File: config.mk
export PLATFORM = sky130hd
export DESIGN_NAME = memtest_controller_mc
export DESIGN_NICKNAME = d
export VERILOG_FILES = /design/src/rtl/memtest_controller_mc.sv
export SDC_FILE = /design/constraint.sdc
export NUM_CORES = 1
export LEC_CHECK = 0
export CORE_MARGIN = 5
export CORE_UTILIZATION = 48
export DETAILED_ROUTE_END_ITERATION = 8
export PLACE_DENSITY = 0.77
export SLEW_MARGIN = 25
export SYNTH_ARGS = -nofsm -noshare
export SYNTH_HDL_FRONTEND = slang
export SYNTH_SLANG_ARGS = --single-unit
File: constraint.sdc
create_clock -name clk -period 4.3 [get_ports clk]
set_input_delay 0.645 -clock clk [delete_from_list [all_inputs] [get_ports clk]]
set_output_delay 0.645 -clock clk [all_outputs]
set_load 0.03 [all_outputs]
File: src/rtl/memtest_controller_mc.sv
// memtest_controller_mc: multi-channel memtest sequencer. It sends size and seed beats,
// advances the seed on each pass, and counts and captures per-channel errors.
// Ports: clk/reset (sync, active-high); avs_control_* Avalon-MM slave with 1-cycle read;
//   asi_pktstatus/done/comperr_* per-channel inputs; aso_seed_*, aso_size_* ready/valid streams.
// Optional: define MEMTEST_IRQ_EN to add output irq and the IRQ_EN register at word 8.
module memtest_controller_mc #(
    parameter int          NUM_CH    = 2,
    parameter int          DATA_W    = 128,
    parameter logic [31:0] SEED_STEP = 32'h9E3779B9
) (
    input  logic                     clk,
    input  logic                     reset,
    input  logic                     avs_control_read,
    input  logic                     avs_control_write,
    input  logic [5:0]               avs_control_address,
    input  logic [31:0]              avs_control_writedata,
    output logic [31:0]              avs_control_readdata,
    input  logic [4*NUM_CH-1:0]      asi_pktstatus_data,
    input  logic [NUM_CH-1:0]        asi_done_valid,
    input  logic [NUM_CH-1:0]        asi_comperr_valid,
    input  logic [NUM_CH*DATA_W-1:0] asi_comperr_data,
    output logic                     aso_seed_valid,
    input  logic                     aso_seed_ready,
    output logic [127:0]             aso_seed_data,
    output logic                     aso_size_valid,
    input  logic                     aso_size_ready,
    output logic [31:0]              aso_size_data
`ifdef MEMTEST_IRQ_EN
    ,
    output logic                     irq
`endif
);
    typedef enum logic [2:0] {
        S_IDLE      = 3'd0,
        S_LOAD_SIZE = 3'd1,
        S_LOAD_SEED = 3'd2,
        S_RUN       = 3'd3,
        S_DONE      = 3'd4
    } state_t;

    state_t            r_state;
    logic [31:0]       r_size, r_target, r_wsize, r_rdata;
    logic [31:0]       r_seed [4];
    logic [127:0]      r_wseed;
    logic [15:0]       r_pass_cnt;
    logic              r_cont, r_stop_pend, r_size_valid, r_seed_valid;
    logic [NUM_CH-1:0] r_done_mask, r_sticky;
    logic [31:0]       r_err_cnt   [NUM_CH];
    logic [31:0]       r_err_fold  [NUM_CH];
    logic [31:0]       r_err_word0 [NUM_CH];

    logic              w_wr_ctrl, w_start, w_stop, w_clr;
    logic [NUM_CH-1:0] w_mask, w_err_ev;
    logic              w_all, w_more, w_enter_done;
    logic [15:0]       w_pass_nx;
    logic [31:0]       w_target_eff, w_rdata;
    logic [31:0]       w_fold [NUM_CH];
    logic [7:0]        w_sticky8;

    assign w_wr_ctrl    = avs_control_write && (avs_control_address == 6'd1);
    assign w_start      = w_wr_ctrl && avs_control_writedata[0];
    assign w_stop       = w_wr_ctrl && avs_control_writedata[1];
    assign w_clr        = w_wr_ctrl && avs_control_writedata[3];
    assign w_mask       = r_done_mask | asi_done_valid;
    assign w_all        = &w_mask;
    assign w_pass_nx    = r_pass_cnt + 16'd1;
    assign w_target_eff = (r_target == 32'd0) ? 32'd1 : r_target;
    assign w_more       = r_cont || ({16'd0, w_pass_nx} < w_target_eff);
    // A STOP written in the very cycle the pass completes still counts.
    assign w_enter_done = (r_state == S_RUN) && w_all && !(r_stop_pend || w_stop) && !w_more;

    assign aso_size_valid       = r_size_valid;
    assign aso_size_data        = r_wsize;
    assign aso_seed_valid       = r_seed_valid;
    assign aso_seed_data        = r_wseed;
    assign avs_control_readdata = r_rdata;

    always_comb begin
        for (int ch = 0; ch < NUM_CH; ch++) begin
            w_fold[ch] = '0;
            for (int l = 0; l < DATA_W / 32; l++)
                w_fold[ch] = w_fold[ch] | asi_comperr_data[ch*DATA_W + 32*l +: 32];
            w_err_ev[ch] = asi_comperr_valid[ch] && |asi_comperr_data[ch*DATA_W +: DATA_W];
        end
    end

    // Configuration registers; running passes use the working copies.
    always_ff @(posedge clk) begin
        if (reset) begin
            r_size   <= '0;
            r_target <= '0;
            r_cont   <= 1'b0;
            for (int i = 0; i < 4; i++) r_seed[i] <= '0;
        end else if (avs_control_write) begin
            case (avs_control_address)
                6'd1:    r_cont   <= avs_control_writedata[2];
                6'd2:    r_size   <= avs_control_writedata;
                6'd3:    r_target <= avs_control_writedata;
                6'd4:    r_seed[0] <= avs_control_writedata;
                6'd5:    r_seed[1] <= avs_control_writedata;
                6'd6:    r_seed[2] <= avs_control_writedata;
                6'd7:    r_seed[3] <= avs_control_writedata;
                default: ;
            endcase
        end
    end

    always_ff @(posedge clk) begin
        if (reset) begin
            r_state      <= S_IDLE;
            r_pass_cnt   <= '0;
            r_wseed      <= '0;
            r_wsize      <= '0;
            r_stop_pend  <= 1'b0;
            r_done_mask  <= '0;
            r_size_valid <= 1'b0;
            r_seed_valid <= 1'b0;
        end else begin
            // STOP is only remembered while a run is in progress.
            if (w_stop)
                r_stop_pend <= (r_state != S_IDLE) && (r_state != S_DONE);
            case (r_state)
                S_IDLE, S_DONE: begin
                    if (w_start) begin
                        r_state      <= S_LOAD_SIZE;
                        r_pass_cnt   <= '0;
                        r_wseed      <= {r_seed[3], r_seed[2], r_seed[1], r_seed[0]};
                        r_wsize      <= r_size;
                        r_size_valid <= 1'b1;
                    end
                end
                S_LOAD_SIZE: begin
                    if (aso_size_ready) begin
                        r_size_valid <= 1'b0;
                        r_seed_valid <= 1'b1;
                        r_state      <= S_LOAD_SEED;
                    end
                end
                S_LOAD_SEED: begin
                    if (aso_seed_ready) begin
                        r_seed_valid <= 1'b0;
                        r_done_mask  <= '0;
                        r_state      <= S_RUN;
                    end
                end
                S_RUN: begin
                    if (w_all) begin
                        r_pass_cnt  <= w_pass_nx;
                        r_done_mask <= '0;
                        if (r_stop_pend || w_stop) begin
                            r_state     <= S_IDLE;
                            r_stop_pend <= 1'b0;
                        end else if (w_more) begin
                            r_wseed[31:0] <= r_wseed[31:0] + SEED_STEP;
                            r_wsize       <= r_size;
                            r_size_valid  <= 1'b1;
                            r_state       <= S_LOAD_SIZE;
                        end else begin
                            r_state <= S_DONE;
                        end
                    end else begin
                        r_done_mask <= w_mask;
                    end
                end
                default: r_state <= S_IDLE;
            endcase
        end
    end

    // Clear wins over an error arriving in the same cycle.
    always_ff @(posedge clk) begin
        if (reset || w_clr) begin
            r_sticky <= '0;
            for (int ch = 0; ch < NUM_CH; ch++) begin
                r_err_cnt[ch]   <= '0;
                r_err_fold[ch]  <= '0;
                r_err_word0[ch] <= '0;
            end
        end else begin
            for (int ch = 0; ch < NUM_CH; ch++) begin
                if (w_err_ev[ch]) begin
                    if (r_err_cnt[ch] != 32'hFFFF_FFFF)
                        r_err_cnt[ch] <= r_err_cnt[ch] + 32'd1;
                    r_sticky[ch]    <= 1'b1;
                    r_err_fold[ch]  <= w_fold[ch];
                    r_err_word0[ch] <= asi_comperr_data[ch*DATA_W +: 32];
                end
            end
        end
    end

`ifdef MEMTEST_IRQ_EN
    logic [1:0] r_irq_en;
    logic       r_done_flag;
    always_ff @(posedge clk) begin
        if (reset) begin
            r_irq_en    <= '0;
            r_done_flag <= 1'b0;
        end else begin
            if (avs_control_write && avs_control_address == 6'd8)
                r_irq_en <= avs_control_writedata[1:0];
            if (w_enter_done)
                r_done_flag <= 1'b1;
            else if (avs_control_read && avs_control_address == 6'd0)
                r_done_flag <= 1'b0;
        end
    end
    assign irq = (r_done_flag & r_irq_en[0]) | ((|r_sticky) & r_irq_en[1]);
`else
    logic w_unused;
    assign w_unused = w_enter_done;
`endif

    always_comb begin
        w_sticky8 = '0;
        w_sticky8[NUM_CH-1:0] = r_sticky;
    end

    always_comb begin
        w_rdata = '0;
        case (avs_control_address)
            6'd0: w_rdata = {r_pass_cnt, w_sticky8, 5'd0, r_state};
            6'd1: w_rdata = {29'd0, r_cont, 2'b00};
            6'd2: w_rdata = r_size;
            6'd3: w_rdata = r_target;
            6'd4: w_rdata = r_seed[0];
            6'd5: w_rdata = r_seed[1];
            6'd6: w_rdata = r_seed[2];
            6'd7: w_rdata = r_seed[3];
`ifdef MEMTEST_IRQ_EN
            6'd8: w_rdata = {30'd0, r_irq_en};
`endif
            default: begin
                if (avs_control_address[5]) begin
                    for (int ch = 0; ch < NUM_CH; ch++) begin
                        if (avs_control_address[4:2] == 3'(ch)) begin
                            case (avs_control_address[1:0])
                                2'd0: w_rdata = r_err_cnt[ch];
                                2'd1: w_rdata = r_err_fold[ch];
                                2'd2: w_rdata = r_err_word0[ch];
                                default: w_rdata = {28'd0, asi_pktstatus_data[4*ch +: 4]};
                            endcase
                        end
                    end
                end
            end
        endcase
    end

    always_ff @(posedge clk) begin
        if (reset)
            r_rdata <= '0;
        else if (avs_control_read)
            r_rdata <= w_rdata;
    end
endmodule

==> impl.org, run 1 <==
** Global routing
- The total overflow left after global routing is 0.
- Pin count of the biggest net entering global routing :: 219
- The number of antenna violations at the first check in global routing was 8.
- Vias in the first global route :: 23.8k
- Global routing used 29.3% of the available tracks.
- The first global-routing pass estimated 144000 um of wire.

** Worst setup path
- Worst setup path class :: reg -> reg
- For the worst setup path, the data required time is 4.81 ns.
- Crit path cell chain :: ha_1, nand2_1, nor3_1, buf_4, and4_1, nand3_1, xnor2_1, ha_1, or3_1, o32ai_1, o2111ai_1, nand2_2, buf_4, nor2_1, a2111oi_1
- Delay of the slowest cell on the worst path :: 0.45 ns
- STA puts the critical path data arrival time at ~4.5 ns.
- The worst setup path is launched from a flip-flop.
- Critical path fanouts, max :: 16
- Number of buffer and inverter instances along the worst setup path :: 2
- Crit path max-delay family :: simple AND/OR/NAND/NOR gates
- The worst setup path is captured at a flip-flop.
- Cell with the largest stage delay on the worst path :: sky130_fd_sc_hd__dfxtp_1

** Synthesis
- Cell taking the most area after synthesis :: sky130_fd_sc_hd__edfxtp_1
- After synthesis, the share of flip-flops with an asynchronous set or reset is 0%.
- Synth Cell Area :: ~0.028 mm^2
- In the synthesized netlist, the number of instances is 2861.
- Main area contributors after synthesis :: sky130_fd_sc_hd__edfxtp_1 (34%), sky130_fd_sc_hd__dfxtp_1 (20%), sky130_fd_sc_hd__nand2_1 (6.8%), sky130_fd_sc_hd__a21oi_1 (6.1%), sky130_fd_sc_hd__and2_1 (4.4%)
- When the netlist entered floorplanning its net count stood at 3192.
- Synthesis Warnings :: 0
- Of the post-synthesis cell area, the dominant cell type holds about a third.
- Share of synthesized area occupied by flip-flops and latches :: between 50% and 60%
- Syn_area_per_cell :: 9.76 um^2
- By count the netlist is led by sky130_fd_sc_hd__nand2_1 (502), sky130_fd_sc_hd__a21oi_1 (340), sky130_fd_sc_hd__edfxtp_1 (320), sky130_fd_sc_hd__dfxtp_1 (283), sky130_fd_sc_hd__nor2_1 (245).
- Among all flip-flop cells after synthesis, the most frequent one is sky130_fd_sc_hd__edfxtp_1.
- In the post-synthesis netlist, the cell with the most instances is sky130_fd_sc_hd__nand2_1.
- In this run, synthesis produced a sequential element count of between 600 and 700.
- Yosys mapped a number of flops with a built-in enable equal to between 300 and 400.
- Counting distinct cell types in the post-synthesis netlist gives 66.

** Power and ir drop
- Dividing total power by cell area gives a power density of 374 mW/mm^2.
- Total power for the finished layout comes to around 13 mW.
- VDD sags by at most approximately 0.00036 V.
- The analysis attributes to cell leakage a power of 12.4 nW.

** STA
- Setup violations remaining at the end of the flow were counted as 0.
- Final Hold Violating Endpoints :: 0
- The final max-slew violation count is 0.
- Final hold analysis gives a worst-case slack of 0.452 ns.
- In this run the tightest slew margin relative to its limit is a little under a quarter.
- At the pin with the least slew margin, the transition time is 1.14 ns.
- FMAX :: 252 MHz
- Setup tns final :: 0 ns
- Of the available clock period, the critical path in the final layout requires 92.1%.
- The clock arrives with between 0.015 and 0.02 ns of skew.
- Min cycle time layout :: 3.96 ns

** Clocking
- Worst-skew pair later-pin latency :: approximately 0.64 ns
- Reg clk slew, reported paths :: approximately 0.060 ns
- The number of hold buffers added after CTS was 0.
- After clock tree synthesis, the setup repair step added 0 buffers.
- Number of gates given a new drive strength after cts :: 0
- Number of H-tree branching levels :: 2
- The root buffer cell chosen for the clock tree is sky130_fd_sc_hd__clkbuf_16.
- In this run, CTS created clock tree buffers numbering just over 60.
- # clock sinks :: 603
- TritonCTS built the clock tree.
- Maximum buffer depth of the clock tree :: 3

** Outcome
- The run finished with clean final reports.

** Floorplan
- Overall die area :: 0.0631 mm^2
- The initial utilization of the core area, before any placement, comes to 48.4%.
- From bottom edge to top edge, the die measures 251 um.
- Core region area :: 0.0577 mm^2
- 506 I/O pins were placed.
- Row generation in the floorplan step produced 88 rows.
- Die width :: 251 um

** Detailed routing
- The routed layout has 24.4k vias.
- After detailed routing, the total wire length is ~100000 um.
- After detailed routing, the average wire length per cell comes to about 24 um.
- First DRT Iteration DRCs :: 3155
- Vias per std cell :: approximately 6
- For this run, design rule violations remaining after detail routing come to 0.
- For this run, the detailed router's first-pass iteration total came to 5.
- The count of nets left with antenna violations once routing finished came out at 0.

** Place
- Counting tap cells, the placed design contains a total of 3995 instances.
- At the end of routability-driven placement, the weighted congestion stood at between 0.9 and 1.
- Detailed placement finished with a half-perimeter wire length of 72100 um.
- In this run the tool buffered the top-level ports with 505 buffer cells.

** Layout
- Fin util :: 62.4%
- Once layout is complete, the cells apart from fillers number 4115.
- Fraction of layout cells with a size suffix above 1 :: 7.65%
- Relative to the synthesized area, the layout overhead comes to 28.9%.
- The net count of the finished layout is 3624.

** Hold path
- The worst hold path belongs to the class reg -> reg.

** Run
- Max Cap Viol :: 0
-- kinds of logic after synthesis --
group / count (synthesis) / synth area share (%)
AO/OA/AOI/OAI: 590 / 12.0
XOR/XNOR: 74 / 2.32
adder cells (fa/ha/maj): 19 / 0.852
buffers and inverters: 220 / 3.04
flip-flops: 603 / 54.7
multiplexers: 132 / 6.66
AND/OR/NAND/NOR: 1223 / 20.4
-- worst reg2reg max path, cell delays in order, from the launching register on --
cell,delay (ns)
sky130_fd_sc_hd__dfxtp_1,0.45
sky130_fd_sc_hd__ha_1,0.30
sky130_fd_sc_hd__nand2_1,0.10
sky130_fd_sc_hd__nor3_1,0.20
sky130_fd_sc_hd__buf_4,0.17
sky130_fd_sc_hd__and4_1,0.28
sky130_fd_sc_hd__nand3_1,0.12
sky130_fd_sc_hd__xnor2_1,0.19
sky130_fd_sc_hd__ha_1,0.21
sky130_fd_sc_hd__or3_1,0.36
sky130_fd_sc_hd__o32ai_1,0.30
sky130_fd_sc_hd__o2111ai_1,0.27
sky130_fd_sc_hd__nand2_2,0.19
sky130_fd_sc_hd__buf_4,0.24
sky130_fd_sc_hd__nor2_1,0.06
sky130_fd_sc_hd__a2111oi_1,0.39
-- path summary, 6_finish.rpt --
path         cells past startpoint                            from                        endpoint  slack, ns
max                             15      r_pass_cnt[0]$_SDFFE_PP0P_  aso_seed_data[29]$_SDFFE_PP0P_       0.34
min                              2  aso_seed_data[46]$_SDFFE_PP0P_  aso_seed_data[46]$_SDFFE_PP0P_       0.45
max reg2reg                     15      r_pass_cnt[0]$_SDFFE_PP0P_  aso_seed_data[29]$_SDFFE_PP0P_       0.34
min reg2reg                      2  aso_seed_data[46]$_SDFFE_PP0P_  aso_seed_data[46]$_SDFFE_PP0P_       0.45
-- layout by cell type, fill, tap and decap left out, drive strengths merged, types with 21 or more instances in the layout --
cell / n
a21oi: 340
a22oi: 23
and2: 196
buf: 63
clkbuf: 79
clkdlybuf4s50: 501
clkinv: 22
dfxtp: 283
edfxtp: 320
inv: 25
mux2i: 71
mux4: 41
nand2: 502
nand3: 71
nand4: 36
nor2: 245
nor3: 33
nor4: 86
o21ai: 120
xnor2: 21
xor2: 53
-- registers in the layout, indices dropped and copies added, names as in the netlist, 64 cells and up --
register / cells
r_seed: 128
r_err_cnt: 64
r_err_word0: 64
aso_seed_data: 128
r_err_fold: 64
-- stage by stage --
stage / area (um^2) / setup slack [ns]
after floorplan: 27900 / -0.0238
after global placement: 33800 / 0.355
after detailed placement: 33800 / 0.279
after CTS: 36000 / 0.242
after global routing: 36000 / -0.0207
final: 36000 / 0.339
-- power breakdown --
group	switching, mW	internal (mW)	total (mW)
Combinational	0.725	0.576	1.30
Clock	2.31	3.30	5.61
Sequential	0.204	6.35	6.56
Total	3.24	10.2	13.5
-- final cells by class --
| class | instances | area (um^2) |
|---|---|---|
| well taps | 765 | 957 |
| clock inverters | 38 | 430 |
| fillers | 4709 | 21700 |
| multi-input cells | 2038 | 11900 |
| inverters | 24 | 90.1 |
| diodes | 4 | 10.0 |
| repair buffers | 565 | 5600 |
| clock buffers | 78 | 1710 |
| flip-flops and latches | 603 | 15300 |
-- per-layer routing --
layer / track usage, % / share of wire, % / vias to the layer above
li1: - / - / 11100
met1: 37.6 / 38 / 11800
met2: 49.5 / 48 / 1373
met3: 6.67 / 9.9 / 196
met4: 9.81 / 3.8 / 12
met5: 0 / 0.077 / -
Note: power is estimated with default switching activity, not from simulation.
==> run 2, diff against run 1 <==
- CORE_ASPECT_RATIO: default -> 1.2
- CORE_UTILIZATION: 48 -> 45
- GPL_ROUTABILITY_DRIVEN: default -> 0
- PLACE_DENSITY: 0.77 -> 0.73
==> impl.org, run 2 (synthesis results as in run 1) <==
** Worst setup path
- The critical path is of the reg -> reg type.
- Number of cells on the worst reg-to-reg path :: 15 (unchanged)
- Slack of the worst reg-to-reg path :: 0.35 ns (about the same)
- In this run the worst setup path begins at r_pass_cnt[2]$_SDFFE_PP0P_.
- The worst register-to-register path ends at aso_seed_data[3]$_SDFFE_PP0P_.
- The maximum fanout count along the critical path came to 29 (+13).
- Data arrival, critical path :: 4.50 ns (+0.03 ns)
- The startpoint identified for the worst register-to-register timing path is r_pass_cnt[2]$_SDFFE_PP0P_.
- Element type at the critical path start :: flip-flop
- STA classifies the critical path endpoint as a flip-flop.
- Required arrival time at the worst endpoint :: 4.85 ns (+0.04 ns)

** Clocking
- Number of gates given a new drive strength after cts :: 0 (unchanged)
- The clock latency at the later pin of the worst-skew pair came to 0.66 ns (+0.02 ns).
- The level count of the clock H-tree is 2 (unchanged).
- Maximum buffer depth of the clock tree :: 3 (unchanged)
- The number of buffers inserted by post-CTS setup repair was 0 (unchanged).
- Clock tree synthesis selected as its root buffer the cell sky130_fd_sc_hd__clkbuf_16.
- # clock sinks :: 603 (unchanged)
- Post-CTS Hold Fix Bufs :: 0 (unchanged)
- The number of buffers created by CTS came to 59 (-3.3%).
- Reg clk slew, reported paths :: 0.06 ns (about the same)
- Clock tree from TritonCTS :: yes

** Global routing
- The total global routing overflow is 0 (unchanged).
- Wire length of the first global-routing pass :: 148000 um (+2.7%)
- Number of antenna violations at the first check in global routing :: 5 (-3)
- The met3 usage in global routing was 6.51% (-0.16 points).
- Met1 demand-to-capacity share in global routing :: 34.5% (-3.1 points)
- The global routing stage identified its most utilized layer as met2.
- Vias in the first global route :: 23.3k (-2.2%)
- The pin count of the biggest net entering global routing came to 98 (-55%).
- The global-route usage over all layers is 29.1% (-0.18 points).
- Global-route met2 utilization :: 49.7% (+0.18 points)

** Floorplan
- The number of top-level pins came to 506 (unchanged).
- The number of cell rows was 100 (+14%).
- The die boundary height was 283 um (+13%).
- Core region area :: 0.0618 mm^2 (+7.1%)
- The initial core utilization is 45.2% (-3.2 points).
- The die width is 237 um (-5.5%).
- Overall die area :: 0.0671 mm^2 (+6.4%)

** Layout
- The fraction of final layout cells with drive strength greater than 1 is 8.06% (+0.41 points).
- Most frequent cells in the layout :: sky130_fd_sc_hd__clkdlybuf4s50_1 (501), sky130_fd_sc_hd__nand2_1 (500), sky130_fd_sc_hd__a21oi_1 (339)
- Leaving out fill and tap cells, the most frequent cell in the layout is sky130_fd_sc_hd__clkdlybuf4s50_1.
- The net total in the final layout came to 3631 (+0.19%).
- Final-layout fill cell count :: 5338 (+13%)
- The share of the core filled with cells is 58.3% (-4.1 points).
- The area growth from synthesis to layout is 29.2%.

** Hold path
- For hold timing, the worst endpoint is aso_size_data[2]$_SDFFE_PP0P_.
- Class of the tightest hold or removal check :: reg -> reg
- The depth of the worst hold-timing path is 2 (unchanged).
- Beginning of the worst hold path :: aso_size_data[2]$_SDFFE_PP0P_

** Place
- The count of input and output buffers was 505 (unchanged).
- The HPWL reported at the end of detailed placement was 77100 um (+6.9%).

** Detailed routing
- Count of vias placed by the detailed router :: 24.3k (-0.72%)
- The number of DRC violations after detailed routing is 0 (unchanged).
- The detailed-routing iteration count for the pre-antenna-repair pass is 8 (+3).
- Overall routed net length :: 103000 um (+6.0%)
- Remaining antenna violation count :: 0 (unchanged)
- Detailed-route wire length per cell :: 24.7 um (+4.6%)
- First DRT Iteration DRCs :: 2688 (-15%)
- The number of vias per cell after detailed routing was 5.82 (-2.0%).

** STA
- Slew of the pin with the lowest slew margin :: 1.03 ns (-0.116 ns)
- The clock tree skew after final layout came to 0.0377 ns (+0.0186 ns).
- The relative max-transition margin came to 30.9% (+7.1 points).
- Final Hold Violating Endpoints :: 0 (unchanged)
- FMAX :: 253 MHz (+0.34%)
- The minimum clock period after layout was 3.95 ns (-0.0134 ns).
- The final max-slew violation count came to 0 (unchanged).
- Post-route clock period utilization :: 91.8% (-0.31 points)
- The sum of negative setup slack was 0 ns (unchanged).
- The setup violation total in the final timing report is 0 (unchanged).

** Power and ir drop
- Leakage :: 12.4 nW (+0.30%)
- Worst vdd ir :: 0.000297 V (-18%)
- Cell area power density :: 367 mW/mm^2 (-1.9%)

** Run
- Max Cap Viol :: 0 (unchanged)

** Outcome
- The flow ran to the end, and the final reports show no timing, DRC or antenna violations.
==> run 2: cell types whose count changed in the layout (fill, tap and decap cells not counted), sizes merged <==
cell	delta
clkinv	-6
bufinv	-8
clkinvlp	-4
diode	-2
clkbuf	+14
buf	+9
==> run 2: critical path: stages (launching register included) <==
cell and delay, ns:
sky130_fd_sc_hd__dfxtp_1 0.44, sky130_fd_sc_hd__nand3_1 0.19, sky130_fd_sc_hd__nor3_2 0.30, sky130_fd_sc_hd__nand3_1 0.21, sky130_fd_sc_hd__nor2_1 0.29, sky130_fd_sc_hd__nand3_1 0.16
sky130_fd_sc_hd__xnor2_1 0.18, sky130_fd_sc_hd__ha_1 0.30, sky130_fd_sc_hd__nand3_1 0.12, sky130_fd_sc_hd__nor4_1 0.32, sky130_fd_sc_hd__o221ai_1 0.22, sky130_fd_sc_hd__o2111ai_1 0.20
sky130_fd_sc_hd__and2_2 0.27, sky130_fd_sc_hd__buf_4 0.33, sky130_fd_sc_hd__nor3_1 0.09, sky130_fd_sc_hd__a31o_2 0.23
==> run 2: how the worst max path moves through the flow <==
| stage | end | slack, ns | cells after the start |
|---|---|---|---|
| floorplan | r_seed[3][0]$_SDFFCE_PN0P_ | -0.02 | 4 |
| global placement | r_size[0]$_SDFFE_PP0P_ | 0.07 | 8 |
| detailed placement | aso_seed_data[3]$_SDFFE_PP0P_ | 0.31 | 14 |
| CTS | aso_size_data[24]$_SDFFE_PP0P_ | 0.29 | 14 |
| global route | aso_seed_data[2]$_SDFFE_PP0P_ | -0.07 | 15 |
| finish | aso_seed_data[3]$_SDFFE_PP0P_ | 0.35 | 15 |
==> run 2: layout make-up <==
class | count | area (um^2) | share of cell area, %
antenna | 2 | 5.00 | 0.0139
clock buffer | 92 | 1870 | 5.19
clock inverter | 20 | 178 | 0.493
inverter | 24 | 90.1 | 0.250
multi-input combinational | 2038 | 11900 | 33.0
sequential | 603 | 15300 | 42.4
tap | 816 | 1020 | 2.83
timing repair buffer | 574 | 5690 | 15.8
==> run 2: metal layers <==
layer | wire [um] | vias up | part of all wire, %
met5 | 34 | - | 0.033
met4 | 6570 | 6 | 6.4
met3 | 9840 | 245 | 9.6
met2 | 50200 | 1422 | 49
met1 | 36200 | 11500 | 35
li1 | - | 11100 | -
==> run 2: where the power goes <==
group	internal [mW]	switching [mW]
Combinational	0.582	0.740
Clock	3.02	2.34
Sequential	6.35	0.212
Total	9.95	3.29
==> run 2: per-stage QoR <==
stage	area, um^2	power (mW)	setup slack, ns	hold slack, ns	std cells
final	36000	13.2	0.352	0.451	4169
after floorplan	27900	7.22	-0.0238	0.441	2861
after global routing	36000	13.6	-0.0726	0.462	4168
after global placement	33900	7.97	0.0750	0.439	4053
after CTS	36000	13.3	0.290	0.424	4166
after detailed placement	34000	7.99	0.314	0.443	4054
